--- config.mk ---
export PLATFORM = sky130hd
export DESIGN_NAME = gpio_serial_cfg_ctrl
export DESIGN_NICKNAME = d
export VERILOG_FILES = /design/src/rtl/gpio_serial_cfg_ctrl.sv
export SDC_FILE = /design/constraint.sdc
export NUM_CORES = 1
export LEC_CHECK = 0
export ABC_AREA = 1
export BUFFER_PORTS_ARGS = -buffer_cell sky130_fd_sc_hd__buf_2
export CORE_UTILIZATION = 53
export DETAILED_ROUTE_END_ITERATION = 6
export PLACE_DENSITY = 0.84
export SETUP_SLACK_MARGIN = 0.02
export SYNTH_ARGS = -nofsm -noshare
export SYNTH_HDL_FRONTEND = slang
export SYNTH_SLANG_ARGS = --single-unit
--- constraint.sdc ---
create_clock -name wb_clk_i -period 2 [get_ports wb_clk_i]
set_input_delay 0.3 -clock wb_clk_i [delete_from_list [all_inputs] [get_ports wb_clk_i]]
set_output_delay 0.3 -clock wb_clk_i [all_outputs]
set_load 0.02 [all_outputs]
--- src/rtl/gpio_serial_cfg_ctrl.sv ---
// Shifts every pad control word into the two GPIO serial configuration chains after one start pulse.
// A bit-bang override hands the chain pins straight to the bus side and aborts any load in flight.
module gpio_serial_cfg_ctrl #(
   parameter int CFG_W          = 13,
   parameter int PADS_PER_CHAIN = 19,
   parameter int CLK_DIV        = 2
) (
   input  logic             wb_clk_i,
   input  logic             wb_rst_i,
   input  logic             start,
   output logic             busy,
   output logic             done,
   output logic [4:0]       cfg_sel,
   input  logic [CFG_W-1:0] cfg_data_1,
   input  logic [CFG_W-1:0] cfg_data_2,
   input  logic             bb_en,
   input  logic             bb_clock,
   input  logic             bb_load,
   input  logic             bb_data_1,
   input  logic             bb_data_2,
   output logic             serial_clock,
   output logic             serial_load,
   output logic             serial_data_1,
   output logic             serial_data_2
);

   localparam int BW = (CFG_W > 1) ? $clog2(CFG_W) : 1;
   localparam int PW = $clog2(CLK_DIV) + 1;
   localparam logic [PW-1:0] PH_LAST  = PW'(CLK_DIV - 1);
   localparam logic [BW-1:0] BIT_TOP  = BW'(CFG_W - 1);
   localparam logic [4:0]    WORD_TOP = 5'(PADS_PER_CHAIN - 1);

   typedef enum logic [2:0] {IDLE, LO, HI, LOAD, FIN} state_t;

   state_t        state, next_state;
   logic [PW-1:0] phase;
   logic [BW-1:0] bit_cnt;
   logic [4:0]    word_cnt;
   logic          phase_end;
   logic          fsm_clock, fsm_load, fsm_d1, fsm_d2, busy_d, done_d;

   assign phase_end = (phase == PH_LAST);
   assign cfg_sel   = word_cnt;

   always_ff @(posedge wb_clk_i) begin
      if (wb_rst_i) state <= IDLE;
      else          state <= next_state;
   end

   // Any bb_en while a load is running drops straight back to IDLE without a done pulse.
   always_comb begin
      next_state = state;
      case (state)
         IDLE: if (start && !bb_en) next_state = LO;
         LO:   if (bb_en) next_state = IDLE;
               else if (phase_end) next_state = HI;
         HI:   if (bb_en) next_state = IDLE;
               else if (phase_end) next_state = (bit_cnt != '0 || word_cnt != '0) ? LO : LOAD;
         LOAD: if (bb_en) next_state = IDLE;
               else if (phase_end) next_state = FIN;
         FIN:  next_state = IDLE;
         default: next_state = IDLE;
      endcase
   end

   always_ff @(posedge wb_clk_i) begin
      if (wb_rst_i || next_state == IDLE) begin
         phase    <= '0;
         bit_cnt  <= '0;
         word_cnt <= '0;
      end else if (state == IDLE) begin
         phase    <= '0;
         bit_cnt  <= BIT_TOP;
         word_cnt <= WORD_TOP;
      end else begin
         phase <= (next_state != state) ? '0 : phase + 1'b1;
         if (state == HI && phase_end) begin
            if (bit_cnt != '0) begin
               bit_cnt <= bit_cnt - 1'b1;
            end else if (word_cnt != '0) begin
               word_cnt <= word_cnt - 1'b1;
               bit_cnt  <= BIT_TOP;
            end
         end
      end
   end

   // Pin values follow the state one cycle later, so data lands before the clock rises.
   always_comb begin
      fsm_clock = 1'b0;
      fsm_load  = 1'b0;
      fsm_d1    = 1'b0;
      fsm_d2    = 1'b0;
      busy_d    = (next_state != IDLE);
      done_d    = (state == FIN);
      case (state)
         LO: begin
            fsm_d1 = cfg_data_1[bit_cnt];
            fsm_d2 = cfg_data_2[bit_cnt];
         end
         HI: begin
            fsm_clock = 1'b1;
            fsm_d1    = serial_data_1;
            fsm_d2    = serial_data_2;
         end
         LOAD:    fsm_load = 1'b1;
         default: ;
      endcase
   end

   always_ff @(posedge wb_clk_i) begin
      if (wb_rst_i) begin
         busy          <= 1'b0;
         done          <= 1'b0;
         serial_clock  <= 1'b0;
         serial_load   <= 1'b0;
         serial_data_1 <= 1'b0;
         serial_data_2 <= 1'b0;
      end else begin
         busy <= busy_d;
         done <= done_d;
         if (bb_en) begin
            serial_clock  <= bb_clock;
            serial_load   <= bb_load;
            serial_data_1 <= bb_data_1;
            serial_data_2 <= bb_data_2;
         end else begin
            serial_clock  <= fsm_clock;
            serial_load   <= fsm_load;
            serial_data_1 <= fsm_d1;
            serial_data_2 <= fsm_d2;
         end
      end
   end

endmodule

==> results of run 1 <==
-- layer usage --
layer  track usage  share of wire  wire, um  vias to the layer above
met5             0              0         0                        -
met4         0.108          0.019        52                        0
met3        0.0351          0.040       112                        5
met2         0.382           0.46      1270                       34
met1         0.289           0.48      1350                      600
li1              -              -         -                      752
-- layout make-up --
class                      count  area (um2)  area share
clock buffer                   3        22.5      0.0143
inverter                      36         135      0.0856
timing repair buffer          44         220       0.140
sequential                    20         400       0.254
multi-input combinational    151         764       0.485
tap                           28        35.0      0.0222
-- worst max-delay path by stage --
| stage | startpoint | endpoint | slack, ns | cells past startpoint |
|---|---|---|---|---|
| after global routing | phase[1] | phase[0] | 0.21 | 10 |
| after CTS | bit_cnt[0] | serial_data_2 | 0.42 | 11 |
| after floorplan | cfg_sel[0] | cfg_sel[4] | 0.40 | 12 |
| after detailed placement | bit_cnt[0] | serial_data_2 | 0.44 | 11 |
| after global placement | bit_cnt[0] | serial_data_1 | 0.46 | 11 |
| final | bit_cnt[0] | cfg_sel[4] | 0.43 | 10 |
-- worst max-delay path: cells and delay by family (launching register included) --
kind / cells / cell delay [ns]
simple gates: 7 / 0.78
buf+inv: 1 / 0.04
compound gates: 2 / 0.18
flops: 1 / 0.47
-- layout by cell type (no fill, tap or decap) --
master,instances
nor3_2,1
nand4_1,2
ha_1,3
nor4_1,1
inv_1,25
xor2_1,1
a211oi_1,1
dfxtp_1,20
clkbuf_4,3
buf_2,44
a21oi_1,8
inv_2,8
o21ai_1,11
nand4_4,1
nand2_1,51
nor2_4,2
nand2_4,2
nand2_2,2
nand3_2,3
nor2_2,4
nor2_1,31
a21oi_2,2
o21ai_0,11
a31oi_1,2
nand3_1,12
clkinv_1,3
-- cell families (layout without fill, tap and decap cells) --
| kind of cell | count (synthesis) | after routing | synth area share |
|---|---|---|---|
| AND/OR/NAND/NOR | 112 | 112 | 0.403 |
| buffers and inverters | 39 | 83 | 0.115 |
| AO/OA/AOI/OAI | 35 | 35 | 0.143 |
| flip-flops | 20 | 20 | 0.304 |
| adder cells (fa/ha/maj) | 3 | 3 | 0.0285 |
| XOR/XNOR | 1 | 1 | 0.00666 |
-- flip-flops by register name, summed over array words and instances (netlist names) --
signal / count
state: 3
phase: 2
serial_clock: 1
done: 1
serial_data_2: 1
serial_load: 1
busy: 1
cfg_sel: 5
bit_cnt: 4
serial_data_1: 1
-- power breakdown --
part,leakage [nW],internal [W],total [W],switching (W)
sequential,0.163,0.000408,0.000416,0.00000812
combinational,0.669,0.0000560,0.000129,0.0000730
clock,0.0138,0.0000703,0.000191,0.000121
total,0.845,0.000535,0.000737,0.000202
-- per-stage QoR --
| stage | power [W] | hold WS [ns] |
|---|---|---|
| 6_report | 0.000737 | 0.219 |
| 2_1_floorplan | 0.000501 | 0.369 |
| 4_1_cts | 0.000746 | 0.214 |
| 3_3_place_gp | 0.000553 | 0.407 |
| 3_5_place_dp | 0.000554 | 0.413 |
| 5_1_grt | 0.000776 | 0.209 |
==> metrics.csv, run 1 <==
stage,metric,value,unit
cts,clk_lat worst skew,0.30,ns
layout,post-route cell area,1580,um2
drt,Iteration-0 DRC Markers,26,
timing,setup violators final,0,
yosys,Post-synth EDFFs,0,
critical_path,startpoint of the worst register-to-register path,bit_cnt[0],
run,max cap viols,0,
floorplanning,die footprint,2690,um2
min_path,worst hold stages,2,
floorplanning,die height,51.8,um
place,Post-Place Setup Slack,0.441,ns
critical_path,r2r endpoint,cfg_sel[4],
cts,Worst-path clk slew,0.11,ns
cts,CTS HTree Levels,1,
yosys,yosys warns,0,
yosys,"Avg Cell Area, Syn",6.27,um2
yosys,Seq cells post-synth,20,
critical_path,CP Launch Type,register,
yosys,cell count after synthesis,210,
yosys,syn nets,247,
layout,Antenna diodes,0,
grt,total track usage,0.230,
grt,initial antenna violation count,0,
drt,via count,1391,
cts,hold-fix buffers at CTS,0,
grt,vias in the first global route,1162,
cts,CTS-repair resized insts,0,
timing,Final Hold Viols,0,
cts,CTS root buffer,clkbuf_4,
critical_path,r2r setup slk,0.43,ns
yosys,most common cell in the synthesized netlist,nand2_1,
yosys,mapped cell area,1320,um2
cts,setup bufs post-CTS,0,
layout,area growth from synthesis to layout,19.9,%
floorplanning,Die W,51.8,um
timing,final slew viol count,0,
power_and_ir_drop,Power Density,467,nW/um2
critical_path,Critical Path AT,1.78,ns
min_path,Hold Crit Class,input pin to register,
drt,Pre-Repair DR Iteration Count,4,
drt,DR DRC count,0,
floorplanning,Initial Util,0.578,
floorplanning,core area,2280,um2
place,Inst Count DP,279,
timing,crit path time final,1.57,ns
critical_path,CP Capture Type,register,
power_and_ir_drop,Leak,0.845,nW
timing,Max-slew headroom,0.690,
grt,gr ovfl total,0,
place,placed cell areas,1560,um2
timing,f_max,639,MHz
min_path,WHS Endpoint,serial_clock,
layout,layout cells sized above 1,0.283,
floorplanning,I/O pin count,45,
yosys,leading post-synthesis cells by cell area,"dfxtp_1 30%, nand2_1 15%, nor2_1 8.8%",
cts,CTS buffer count,3,
drt,ANT nets after route,0,
timing,Setup TNS Final,0,ns
timing,Setup WS post-layout,0.434,ns
grt,largest net degree at the start of global routing,17,
timing,final worst-path cycle share,0.783,
grt,first-pass GRT wire length,4.58,mm
place,Port Buffer Count,44,
floorplanning,cell row count,17,
critical_path,CP required,2.21,ns
layout,Fill cells,227,
status,status,finished clean,
layout,final core utilization,0.693,
critical_path,CP max FO,16,
yosys,Synth cell types,27,
layout,nets,293,
place,Detail Placement HPWL,2.17,mm
critical_path,crit path kind,register to register,
yosys,Synth top area share,0.304,
timing,pin slew with the least headroom to its limit,0.465,ns
timing,clock skew,0.00488,ns
critical_path,CP cell instances,nor2_2 > nand2_2 > nor2_1 > nand2_2 > nor2_4 > nand2_1 > a21oi_1 > o21ai_1 > nand2_1 > inv_1,
drt,Via density,4.93,
yosys,most frequent cells after synthesis,"51 x nand2_1, 31 x nor2_1, 25 x inv_1",
timing,RSZ-0062 raised after global routing,no,
yosys,leading area contributor after synthesis,dfxtp_1,
yosys,"Primary FF master, synth",dfxtp_1,
yosys,sequential area share after synthesis,0.304,
drt,Total Wirelength,2.78,mm
critical_path,Worst R2R Path Depth,10,
place,GPL Wtd Cong,0.826,
min_path,min-delay src,wb_rst_i,
cts,Max clock buf depth,2,
drt,Routed WL per cell,9.87,um
critical_path,Critical-path top delay cell,dfxtp_1,
yosys,async set-reset flop share out of synthesis,0,
critical_path,delay of the slowest critical-path stage,0.47,ns
power_and_ir_drop,Max VDD drop,0.333,mV
cts,CTS tree,yes,
cts,CTS Sinks,20,
layout,Final Non-Filler Cells,282,
(Power assumes the default switching activity.)
==> run 2, diff against run 1 <==
--- a/config.mk
+++ b/config.mk
@@ -7,9 +7,10 @@
 export LEC_CHECK = 0
 export ABC_AREA = 1
 export BUFFER_PORTS_ARGS = -buffer_cell sky130_fd_sc_hd__buf_2
-export CORE_UTILIZATION = 53
+export CORE_ASPECT_RATIO = 2
+export CORE_UTILIZATION = 49
 export DETAILED_ROUTE_END_ITERATION = 6
-export PLACE_DENSITY = 0.84
+export PLACE_DENSITY = 0.78
 export SETUP_SLACK_MARGIN = 0.02
 export SYNTH_ARGS = -nofsm -noshare
 export SYNTH_HDL_FRONTEND = slang
==> constraint.sdc (replaced) <==
create_clock -name wb_clk_i -period 1.6 [get_ports wb_clk_i]
set_input_delay 0.24 -clock wb_clk_i [delete_from_list [all_inputs] [get_ports wb_clk_i]]
set_output_delay 0.24 -clock wb_clk_i [all_outputs]
set_load 0.02 [all_outputs]
==> run 2 against run 1 <==
Against the previous run:
- routed wire length grew 15%
- critical path depth increased by 2
- combinational power increased by 32%
- worst setup slack worse by 0.39 ns
- fmax increased by 0.74%
- largest cell class unchanged
- non-clock buffer count is 8 higher
- critical endpoint unchanged
- highest routed layer unchanged
- clock power increased by 110%
- via count increased by 5.8%
- register-to-register slack got worse by 0.39 ns
- critical path type unchanged
==> metrics.csv, run 2 (synthesis results as in run 1) <==
stage,metric,value,unit
status,status,finished clean,
critical_path,Worst R2R Path Depth,12,
place,Detail Placement HPWL,2.49,mm
timing,clock skew,0.00463,ns
drt,Total Wirelength,3.19,mm
cts,CTS HTree Levels,1,
min_path,worst hold stages,2,
cts,CTS root buffer,clkbuf_8,
layout,Antenna diodes,0,
min_path,Hold Crit Class,input pin to register,
cts,CTS tree,yes,
power_and_ir_drop,Max VDD drop,0.468,mV
timing,Final Hold Viols,0,
critical_path,CP Launch Type,register,
layout,"commonest non-fill, non-tap cell in the layout",nand2_1,
place,GPL Wtd Cong,0.859,
power_and_ir_drop,Leak,0.905,nW
layout,nets,301,
place,Port Buffer Count,44,
critical_path,crit path kind,register to register,
drt,ANT nets after route,0,
drt,via count,1471,
drt,Routed WL per cell,11.0,um
place,placed cell areas,1590,um2
floorplanning,die footprint,2910,um2
timing,Max-slew headroom,0.810,
critical_path,Worst Setup EP,cfg_sel[4],
floorplanning,Die W,38.7,um
critical_path,Crit. Startpoint,cfg_sel[0],
cts,clk_lat worst skew,0.26,ns
critical_path,CP required,1.77,ns
timing,worst hold slack,0.205,ns
critical_path,r2r setup slk,0.05,ns
drt,DR DRC count,0,
critical_path,CP Capture Type,register,
layout,layout cells sized above 1,0.354,
critical_path,r2r endpoint,cfg_sel[4],
cts,Worst-path clk slew,0.08,ns
drt,Iteration-0 DRC Markers,25,
timing,crit path time final,1.55,ns
floorplanning,die height,75.3,um
grt,vias in the first global route,1208,
critical_path,CP max FO,4,
floorplanning,I/O pin count,45,
grt,total track usage,0.216,
timing,final slew viol count,0,
floorplanning,Initial Util,0.519,
floorplanning,cell row count,26,
layout,post-route cell area,1710,um2
layout,"commonest non-fill, non-tap cells in the layout","49 x nand2_1, 44 x buf_2, 30 x nor2_1, 23 x inv_1, 17 x dfxtp_1",
floorplanning,core area,2540,um2
timing,final worst-path cycle share,0.971,
layout,Largest register FFs,5,
grt,largest net degree at the start of global routing,15,
layout,area growth from synthesis to layout,30.0,%
drt,Pre-Repair DR Iteration Count,4,
timing,setup violators final,0,
run,max cap viols,0,
layout,final core utilization,0.675,
timing,Setup TNS Final,0,ns
timing,RSZ-0062 raised after global routing,yes,
cts,Max clock buf depth,2,
timing,f_max,643,MHz
timing,pin slew with the least headroom to its limit,0.284,ns
grt,initial antenna violation count,0,
cts,CTS Sinks,20,
power_and_ir_drop,Power Density,633,nW/um2
grt,gr ovfl total,0,
drt,Via density,5.05,
critical_path,startpoint of the worst register-to-register path,cfg_sel[0],
cts,CTS buffer count,3,
grt,first-pass GRT wire length,4.53,mm
critical_path,Critical Path AT,1.72,ns
-- run 2: cell count changes in the layout (fill, tap and decap cells not counted), sizes merged --
cell    before  now
clkbuf       3    4
buf         44   52
-- run 2: power breakdown --
group          internal, W  total [W]  switching, W
Combinational    0.0000754   0.000170     0.0000949
Clock             0.000219   0.000392      0.000172
Sequential        0.000510   0.000522     0.0000115
Total             0.000805    0.00108      0.000279
-- run 2: timing repair --
item                       CTS  global route
setup endpoints to repair    0            11
hold buffers                 0             0
resized for setup            0            14
buffers inserted             0             4
-- run 2: how the worst min path moves through the flow --
stage,slack (ns),startpoint,end
3_5_place_dp,0.41,phase[0],phase[0]
3_3_place_gp,0.41,phase[0],phase[0]
4_1_cts,0.21,wb_rst_i,serial_load
2_1_floorplan,0.31,wb_rst_i,serial_clock
5_1_grt,0.23,wb_rst_i,serial_load
6_report,0.21,wb_rst_i,serial_load
-- run 2: critical path: stages, from the launching register on --
cell,delay [ns]
dfxtp_2,0.36
inv_4,0.05
ha_4,0.15
nand2_2,0.06
nor2_2,0.04
nor2_1,0.12
nand2_2,0.12
nor2_4,0.14
nand2_2,0.08
a21oi_2,0.15
o21ai_2,0.07
nand2_1,0.07
inv_1,0.03
-- run 2: per-stage QoR --
step	total power, W	setup WS [ns]	instances
CTS	0.00109	0.0361	287
global placement	0.000695	0.0667	283
finish	0.00108	0.0459	291
detailed placement	0.000696	0.0463	283
global route	0.00113	-0.0879	291
floorplan	0.000626	0.0406	210
-- run 2: final cells by class --
cell class / instances / area, um2
inverter: 36 / 138
fill: 259 / 826
sequential: 20 / 404
clock buffer: 4 / 55.1
tap: 28 / 35.0
timing repair buffer: 52 / 280
multi-input combinational: 151 / 800
-- run 2: routing by layer --
| layer | GRT usage | part of all wire | up-vias | wire, um |
|---|---|---|---|---|
| met1 | 0.181 | 0.37 | 661 | 1180 |
| met3 | 0.0292 | 0.029 | 7 | 93 |
| met2 | 0.448 | 0.58 | 32 | 1840 |
| li1 | - | - | 771 | - |
| met5 | 0 | 0 | - | 0 |
| met4 | 0.0920 | 0.024 | 0 | 77 |
==> run 3, diff against run 2 <==
--- a/config.mk
+++ b/config.mk
@@ -8,6 +8,7 @@
 export ABC_AREA = 1
 export BUFFER_PORTS_ARGS = -buffer_cell sky130_fd_sc_hd__buf_2
 export CORE_ASPECT_RATIO = 2
+export CORE_MARGIN = 4
 export CORE_UTILIZATION = 49
 export DETAILED_ROUTE_END_ITERATION = 6
 export PLACE_DENSITY = 0.78
==> run 3 against run 2 <==
Against the previous run:
- clock-buffer cell count unchanged
- sequential share of layout area down 0.060 points
- largest cell class unchanged
- critical endpoint unchanged
- critical path type unchanged
- routed wire length increased by 1.7%
- flip-flop and latch count unchanged
==> metrics.csv, run 3 (synthesis results as in run 1) <==
stage,metric,value,unit
layout,Multi-input gate area,820,um2
layout,nets,300,
min_path,Hold Crit Class,input pin to register,
power_and_ir_drop,Final Total Pwr,0.00109,W
layout,Largest register FFs,5,
grt,first-pass GRT wire length,5.37,mm
critical_path,CP max FO,5,
cts,Max clock buf depth,2,
critical_path,Critical Path AT,1.68,ns
layout,"commonest non-fill, non-tap cell in the layout",nand2_1,
place,Post-Place Setup Slack,0.0346,ns
layout,Final Non-Filler Cells,290,
layout,layout cells sized above 1,0.374,
grt,met2 GRT Util,0.369,
timing,Setup TNS Final,0,ns
cts,Worst-path clk slew,0.07,ns
drt,Pre-Repair DR Iteration Count,4,
floorplanning,Initial Util,0.512,
floorplanning,core area,2570,um2
timing,Setup WS post-layout,0.0910,ns
floorplanning,Die W,44.7,um
layout,Fill cells,236,
critical_path,CP required,1.77,ns
grt,met3 Use GR,0.0333,
layout,area growth from synthesis to layout,31.2,%
cts,CTS root buffer,clkbuf_8,
run,max cap viols,0,
cts,CTS buffer count,3,
grt,gr ovfl total,0,
grt,most crowded layer after global routing,met2,
drt,Via density,4.84,
grt,initial antenna violation count,0,
drt,ANT nets after route,0,
grt,total track usage,0.194,
critical_path,crit path kind,register to register,
drt,Iteration-0 DRC Markers,27,
timing,f_max,663,MHz
timing,RSZ-0062 raised after global routing,yes,
timing,Max-slew headroom,0.814,
cts,CTS HTree Levels,1,
timing,Final Hold Viols,0,
cts,CTS Sinks,20,
grt,vias in the first global route,1339,
drt,via count,1405,
floorplanning,die footprint,3630,um2
drt,Routed WL per cell,11.2,um
timing,setup violators final,0,
drt,DR DRC count,0,
cts,hold-fix buffers at CTS,0,
timing,clock skew,0.00223,ns
status,status,finished clean,
power_and_ir_drop,Max VDD drop,0.629,mV
layout,register area,407,um2
power_and_ir_drop,Power Density,629,nW/um2
power_and_ir_drop,Leak,0.904,nW
drt,Total Wirelength,3.25,mm
cts,CTS tree,yes,
place,GPL Wtd Cong,0.843,
critical_path,CP Launch Type,register,
cts,clk_lat worst skew,0.26,ns
floorplanning,cell row count,26,
place,Port Buffer Count,44,
place,Detail Placement HPWL,2.65,mm
critical_path,CP Capture Type,register,
floorplanning,die height,81.3,um
floorplanning,I/O pin count,45,
timing,pin slew with the least headroom to its limit,0.279,ns
timing,crit path time final,1.51,ns
place,Inst Count DP,283,
timing,final worst-path cycle share,0.943,
grt,routing usage on met1,0.186,
grt,largest net degree at the start of global routing,15,
layout,"commonest non-fill, non-tap cells in the layout","49 x nand2_1, 44 x buf_2, 28 x nor2_1, 22 x inv_1, 15 x dfxtp_1",
timing,final slew viol count,0,
layout,Antenna diodes,0,
[run 3: path summary, 6_finish.rpt]
kind              slack, ns       start     endpoint  cells after the start
setup / recovery       0.09  cfg_sel[0]   cfg_sel[4]                     12
hold / removal         0.20    wb_rst_i  serial_load                      2
hold reg to reg        0.47    phase[0]     phase[0]                      1
setup reg to reg       0.09  cfg_sel[0]   cfg_sel[4]                     12
[run 3: layout make-up]
type	instances	area share
Clock buffer	4	0.0319
Tap cell	28	0.0203
Inverter	36	0.0797
Timing Repair Buffer	51	0.158
Sequential cell	20	0.236
Multi-Input combinational cell	151	0.475
[run 3: stage by stage]
stage	cell area, um2	util	hold slack [ns]
after CTS	1650	0.642	0.205
after detailed placement	1590	0.617	0.419
after global placement	1590	0.617	0.404
after floorplan	1320	-	0.309
final	1730	0.672	0.205
after global routing	1730	0.672	0.218
[run 3: what timing repair did]
action / in CTS / in global routing
pin swaps: 1 / 11
setup endpoints to repair: 1 / 10
buffers inserted: 1 / 2
gates cloned: 0 / 0
resized for setup: 0 / 21
[run 3: power breakdown]
part	internal (W)	switching (W)	leakage (nW)
combinational	0.0000771	0.0000955	0.711
clock	0.000219	0.000171	0.0288
sequential	0.000511	0.0000116	0.165
total	0.000807	0.000278	0.904
[run 3: routing by layer]
layer	part of all wire	routed length, um
met3	0.044	143
met1	0.35	1140
met2	0.58	1880
met5	0	0
met4	0.026	85
[run 3: worst max-delay path: stages (launching register included)]
cell and delay (ns):
dfxtp_2 0.36, inv_4 0.05, ha_4 0.15, nand2_2 0.05, nor2_2 0.04, nor2_1 0.12
nand2_2 0.12, nor2_4 0.14, nand2_2 0.07, a21oi_2 0.12, o21ai_1 0.07, nand2_1 0.08
inv_1 0.04
